<file path="src/rtl/hangman_pkg.sv">
// Shared types and constants for the hangman game sequencer.
package hangman_pkg;

    localparam int unsigned WORD_LEN_DEF     = 5;
    localparam int unsigned MAX_MISTAKES_DEF = 6;
    localparam int unsigned CHAR_W_DEF       = 8;

    localparam logic [7:0] CHAR_A = 8'h41;
    localparam logic [7:0] CHAR_Z = 8'h5A;

    typedef enum logic [2:0] {
        SET_WORD,
        SEND,
        WAIT_PLAYER,
        GUESS,
        CHECK,
        WIN,
        LOSE
    } state_t;

    function automatic logic is_letter(input logic [7:0] c);
        return (c >= CHAR_A) && (c <= CHAR_Z);
    endfunction

endpackage

</file>
<file path="src/rtl/word_matcher.sv">
// Combinational per-position compare of a guess letter against the stored word.
module word_matcher #(
    parameter int unsigned WORD_LEN = 5,
    parameter int unsigned CHAR_W   = 8
) (
    input  logic [WORD_LEN*CHAR_W-1:0] word_flat,
    input  logic [CHAR_W-1:0]          guess,
    output logic [WORD_LEN-1:0]        match_c
);

    always_comb begin
        match_c = '0;
        for (int i = 0; i < int'(WORD_LEN); i++) begin
            match_c[i] = (word_flat[i*CHAR_W +: CHAR_W] == guess);
        end
    end

endmodule

</file>
<file path="src/rtl/hangman_game_ctrl.sv">
// Hangman sequencer: captures the host word, streams it to the UART,
// then scores player guesses and drives the status LEDs.
module hangman_game_ctrl
    import hangman_pkg::*;
#(
    parameter int unsigned WORD_LEN     = WORD_LEN_DEF,
    parameter int unsigned MAX_MISTAKES = MAX_MISTAKES_DEF,
    parameter int unsigned CHAR_W       = CHAR_W_DEF
) (
    input  logic                                 clk,
    input  logic                                 nRst,
    input  logic                                 role_switch,
    input  logic [CHAR_W-1:0]                    key_char,
    input  logic                                 key_valid,
    input  logic                                 game_end,
    input  logic                                 tx_ready,
    output logic                                 tx_req,
    output logic [CHAR_W-1:0]                    tx_data,
    output logic [WORD_LEN*CHAR_W-1:0]           word_flat,
    output logic [WORD_LEN-1:0]                  guessed_mask,
    output logic [$clog2(MAX_MISTAKES+1)-1:0]    mistakes,
    output logic                                 red,
    output logic                                 green,
    output logic                                 blue,
    output logic                                 error,
    output logic                                 msg_sent
);

    localparam int unsigned IDX_W = (WORD_LEN > 1) ? $clog2(WORD_LEN) : 1;
    localparam int unsigned MIS_W = $clog2(MAX_MISTAKES + 1);

    state_t                             state;
    logic [WORD_LEN-1:0][CHAR_W-1:0]    word;
    logic [IDX_W-1:0]                   wr_idx;
    logic [IDX_W-1:0]                   tx_idx;
    logic [CHAR_W-1:0]                  guess;
    logic [CHAR_W-1:0]                  cmp_char;
    logic [WORD_LEN-1:0]                match_c;
    logic [WORD_LEN-1:0]                mask_hit;
    logic [MIS_W-1:0]                   mistakes_inc;
    logic                               key_ok;
    logic                               repeat_hit;

    assign word_flat = word;
    assign key_ok    = is_letter(8'(key_char));

    // One matcher serves both the repeat check in GUESS and the scoring in CHECK.
    assign cmp_char = (state == CHECK) ? guess : key_char;

    word_matcher #(
        .WORD_LEN (WORD_LEN),
        .CHAR_W   (CHAR_W)
    ) u_word_matcher (
        .word_flat (word),
        .guess     (cmp_char),
        .match_c   (match_c)
    );

    assign repeat_hit   = |(match_c & guessed_mask);
    assign mask_hit     = guessed_mask | match_c;
    assign mistakes_inc = (mistakes < MIS_W'(MAX_MISTAKES)) ? mistakes + MIS_W'(1) : mistakes;

    always_ff @(posedge clk or negedge nRst) begin
        if (!nRst) begin
            state        <= SET_WORD;
            word         <= '0;
            wr_idx       <= '0;
            tx_idx       <= '0;
            guess        <= '0;
            guessed_mask <= '0;
            mistakes     <= '0;
            tx_req       <= 1'b0;
            tx_data      <= '0;
            red          <= 1'b0;
            green        <= 1'b0;
            blue         <= 1'b0;
            error        <= 1'b0;
            msg_sent     <= 1'b0;
        end else begin
            error    <= 1'b0;
            msg_sent <= 1'b0;
            red      <= 1'b0;
            green    <= 1'b0;
            if (game_end) begin
                state        <= SET_WORD;
                word         <= '0;
                wr_idx       <= '0;
                tx_idx       <= '0;
                guess        <= '0;
                guessed_mask <= '0;
                mistakes     <= '0;
                tx_req       <= 1'b0;
                tx_data      <= '0;
                blue         <= 1'b0;
            end else begin
                case (state)
                    SET_WORD: begin
                        if (key_valid) begin
                            if (key_ok) begin
                                word[wr_idx] <= key_char;
                                if (wr_idx == IDX_W'(WORD_LEN - 1)) begin
                                    state   <= SEND;
                                    wr_idx  <= '0;
                                    tx_idx  <= '0;
                                    tx_req  <= 1'b1;
                                    tx_data <= (wr_idx == '0) ? key_char : word[0];
                                end else begin
                                    wr_idx <= wr_idx + IDX_W'(1);
                                end
                            end else begin
                                error <= 1'b1;
                            end
                        end
                    end
                    SEND: begin
                        if (tx_ready) begin
                            if (tx_idx == IDX_W'(WORD_LEN - 1)) begin
                                state    <= WAIT_PLAYER;
                                tx_req   <= 1'b0;
                                tx_idx   <= '0;
                                msg_sent <= 1'b1;
                                blue     <= 1'b1;
                            end else begin
                                tx_idx  <= tx_idx + IDX_W'(1);
                                tx_data <= word[tx_idx + IDX_W'(1)];
                            end
                        end
                    end
                    WAIT_PLAYER: begin
                        if (role_switch) begin
                            state <= GUESS;
                        end
                    end
                    GUESS: begin
                        if (key_valid) begin
                            if (!key_ok || repeat_hit) begin
                                error <= 1'b1;
                            end else begin
                                guess <= key_char;
                                state <= CHECK;
                            end
                        end
                    end
                    CHECK: begin
                        guessed_mask <= mask_hit;
                        if (|match_c) begin
                            green <= 1'b1;
                        end else begin
                            mistakes <= mistakes_inc;
                            red      <= 1'b1;
                        end
                        if (&mask_hit) begin
                            state <= WIN;
                        end else if (!(|match_c) && (mistakes_inc == MIS_W'(MAX_MISTAKES))) begin
                            state <= LOSE;
                        end else begin
                            state <= GUESS;
                        end
                    end
                    WIN: begin
                        green <= 1'b1;
                        blue  <= 1'b0;
                    end
                    LOSE: begin
                        red          <= 1'b1;
                        blue         <= 1'b0;
                        guessed_mask <= '1;
                    end
                    default: state <= SET_WORD;
                endcase
            end
        end
    end

endmodule

</file>
<file path="config.mk">
export PLATFORM = sky130hd
export DESIGN_NAME = hangman_game_ctrl
export DESIGN_NICKNAME = d
export VERILOG_FILES = /design/src/rtl/hangman_pkg.sv /design/src/rtl/word_matcher.sv /design/src/rtl/hangman_game_ctrl.sv
export SDC_FILE = /design/constraint.sdc
export NUM_CORES = 1
export LEC_CHECK = 0
export BUFFER_PORTS_ARGS = -buffer_cell sky130_fd_sc_hd__clkbuf_2
export CORE_MARGIN = 5
export CORE_UTILIZATION = 30
export CTS_CLUSTER_DIAMETER = 120
export CTS_CLUSTER_SIZE = 24
export DETAILED_ROUTE_END_ITERATION = 10
export HOLD_SLACK_MARGIN = 0.1
export PLACE_DENSITY = 0.49
export SYNTH_ARGS = -nofsm -noshare
export SYNTH_HDL_FRONTEND = slang
export SYNTH_SLANG_ARGS = --single-unit
export TNS_END_PERCENT = 100
</file>
<file path="constraint.sdc">
create_clock -name clk -period 3.5 [get_ports clk]
set_input_delay 0.35 -clock clk [delete_from_list [all_inputs] [get_ports clk]]
set_output_delay 0.35 -clock clk [all_outputs]
set_load 0.01 [all_outputs]
</file>
==> impl_metrics.py <==
metrics = {
    "timing": {
        "fin_worst_skew_ns": 0.00744,
        "worstMarginPinSlew_ns": 1.07,
        "hold-worst-slack_ns": 0.178,
        "max_clock_freq_ghz": 0.312,
        "setup_viol": 0,
        "final_max_slew_viol_count": 0,
        "setup_tns_ns": 0,
        "rsz0062_at_grt": "false",
        "hold_viol_final": 0,
        "max_slew_margin": 0.285,
        "finalCritPeriodShare": 0.916,
        "period_needed_ns": 3.21,
    },
    "detailed_routing": {
        "vias": 5167,
        "avgViaCountPerCell": 5.60,
        "dr.first_iter.drc_count": 477,
        "dr.pass1.iters": 5,
        "wirelength_mm": 20.2,
        "wl_per_cell_um": 21.9,
        "detail_route.drc_violations": 0,
        "ant_nets": 0,
    },
    "final_layout": {
        "area_growth_pct": 17.1,
        "nets": 708,
        "drive_gt1_frac": 0.214,
        "postLayoutCoreUtil": 0.355,
        "diodes": 0,
    },
    "clocking": {
        "post_cts_resized": 0,
        "clk_pin_slew_ns": 0.06,
        "clk_latency_ns": 0.35,
        "ctsHoldBuffers": 0,
        "cts-buffers-inserted": 9,
        "cts_root_buffer": "clkbuf_16",
        "clock_path_buffers": 2,
        "htree_num_levels": 3,
        "cts_setup_buffers": 0,
        "clock-sinks": 79,
        "cts_tree": "yes",
    },
    "critical_path": {
        "worstSetupPathType": "flop to flop",
        "cp-start-kind": "flop",
        "arrival_ns": 3.47,
        "end_kind": "flop",
        "cp_max_fo": 29,
        "cp_data_required_time_ns": 3.77,
    },
    "power_and_ir_drop": {
        "power_density_mw_per_mm2": 312,
        "p_leak_nw": 2.73,
        "vdd_drop_max_v": 0.000211,
    },
    "synthesis": {
        "ys.flop_type": "dfrtp_1",
        "ys_warn_count": 0,
        "synth_commonest_cells": "dfrtp_1, nor2_1, nand2_1",
        "synth_top_area_share": 0.364,
        "synth-async-reset-ratio": 1.00,
        "synth_edf_count": 0,
        "syn_inst": 622,
        "avgSynthCellArea_um2": 8.73,
        "synthesis.area_mm2": 0.00543,
        "ys_top_cells_by_area": "dfrtp_1, mux2i_1, nor2_1",
        "syn_nets": 641,
        "synth.most_common_cell": "dfrtp_1",
        "synth.ff_latch_count": 79,
        "ys_types": 76,
        "yosys.area.top_type": "dfrtp_1",
        "ys_seq_area_frac": 0.364,
    },
    "hold_path": {
        "min_path_type": "input port to async pin",
    },
    "floorplan": {
        "io_pins": 76,
        "die_w_um": 145,
        "die_area_mm2": 0.0209,
        "dieHeight_um": 145,
        "core_region_area_mm2": 0.0179,
        "start_util": 0.303,
        "std_cell_rows": 49,
    },
    "global_routing": {
        "grt_pass1_vias": 5364,
        "antenna_found_initial": 0,
        "grt_max_degree": 80,
        "grt_pass1_wl_mm": 31.6,
        "grt.overflow.total": 0,
        "grt_usage": 0.200,
    },
    "run": {
        "max-cap-violations": 0,
    },
    "placement": {
        "portBuffers": 75,
        "gp_congestion": 0.906,
        "dp_hpwl_mm": 14.9,
    },
    "status": {
        "status": "complete, no violations",
    },
}
[power breakdown]
group          switching [W]  leakage [nW]  total, W  internal (W)
sequential         0.0000107          1.09  0.000937      0.000926
combinational       0.000121          1.50  0.000182     0.0000613
clock               0.000379         0.138  0.000868      0.000489
total               0.000510          2.73   0.00199       0.00148
[worst max-delay path: stages (launching register included)]
cell and delay [ns]:
dfrtp_1 0.44, or3b_4 0.61, a21oi_2 0.41, xnor2_1 0.18, nor4_2 0.12, a211oi_1 0.35
nand3_2 0.17, nor4_4 0.55, mux2i_1 0.27
[area by class of cell]
| class | count | area (um2) |
|---|---|---|
| Fill cell | 1924 | 11500 |
| Multi-Input combinational cell | 461 | 3120 |
| Sequential cell | 79 | 1980 |
| Timing Repair Buffer | 98 | 563 |
| Tap cell | 229 | 287 |
| Clock buffer | 10 | 239 |
| Inverter | 40 | 150 |
| Clock inverter | 5 | 25.0 |
[sequential cells by signal (all words and copies together), names as in the netlist, 3 cells and up]
signal / flops
guess: 8
guessed_mask: 5
mistakes: 3
state: 3
tx_data: 8
tx_idx: 3
word_flat: 40
wr_idx: 3
[cells in the final DEF, fill, tap and decap left out, types with 5 or more instances in the layout]
| master | count |
|---|---|
| clkbuf_16 | 9 |
| clkinv_2 | 5 |
| nor2b_1 | 18 |
| xnor2_1 | 9 |
| o21ai_0 | 21 |
| clkbuf_2 | 74 |
| mux2_2 | 13 |
| nor3_1 | 17 |
| nand3_1 | 6 |
| buf_4 | 23 |
| a311oi_1 | 9 |
| or2_2 | 7 |
| a211oi_1 | 14 |
| inv_1 | 38 |
| nor3b_1 | 11 |
| a31oi_1 | 10 |
| nor4_1 | 5 |
| nor2_1 | 61 |
| nand2b_1 | 19 |
| mux2i_1 | 35 |
| a21oi_1 | 40 |
| xor2_1 | 12 |
| a221oi_1 | 5 |
| ha_1 | 5 |
| dfrtp_1 | 79 |
| nand2_1 | 54 |
[per-stage QoR]
stage | total power, W | area (um2) | setup WS, ns | instances
final | 0.00199 | 6360 | 0.295 | 922
after global routing | 0.00206 | 6360 | 0.0797 | 922
after CTS | 0.00201 | 6360 | 0.290 | 922
after detailed placement | 0.00114 | 6090 | 0.333 | 907
after global placement | 0.00113 | 6090 | 0.352 | 907
after floorplan | 0.00105 | 5430 | 0.845 | 622
[kinds of logic after synthesis]
kind of cell,synth area share
simple gates,0.225
compound gates,0.209
buf+inv,0.0631
flops,0.364
mux,0.0915
xor+xnor,0.0355
fa+ha+maj,0.0115
[worst paths after layout]
check	cells after the start	slack [ns]	endpoint	startpoint
setup / recovery	8	0.29	guess[4]	state[1]
hold / removal	1	0.18	guessed_mask[1]	nRst
setup reg to reg	8	0.29	guess[4]	state[1]
hold reg to reg	1	0.52	tx_data[1]	tx_data[1]
max in group asynchronous	1	2.61	word_flat[33]	nRst
min in group clk	3	0.29	error	key_valid
[per-layer routing]
metal / vias to the layer above / wire length (um) / part of all wire / track usage
met2: 156 / 9840 / 0.49 / 0.330
met4: 0 / 660 / 0.033 / 0.0928
met3: 46 / 913 / 0.045 / 0.0265
met1: 2583 / 8810 / 0.44 / 0.261
li1: 2382 / - / - / -
met5: - / 0 / 0 / 0
Power figures use the tool's default switching activity.
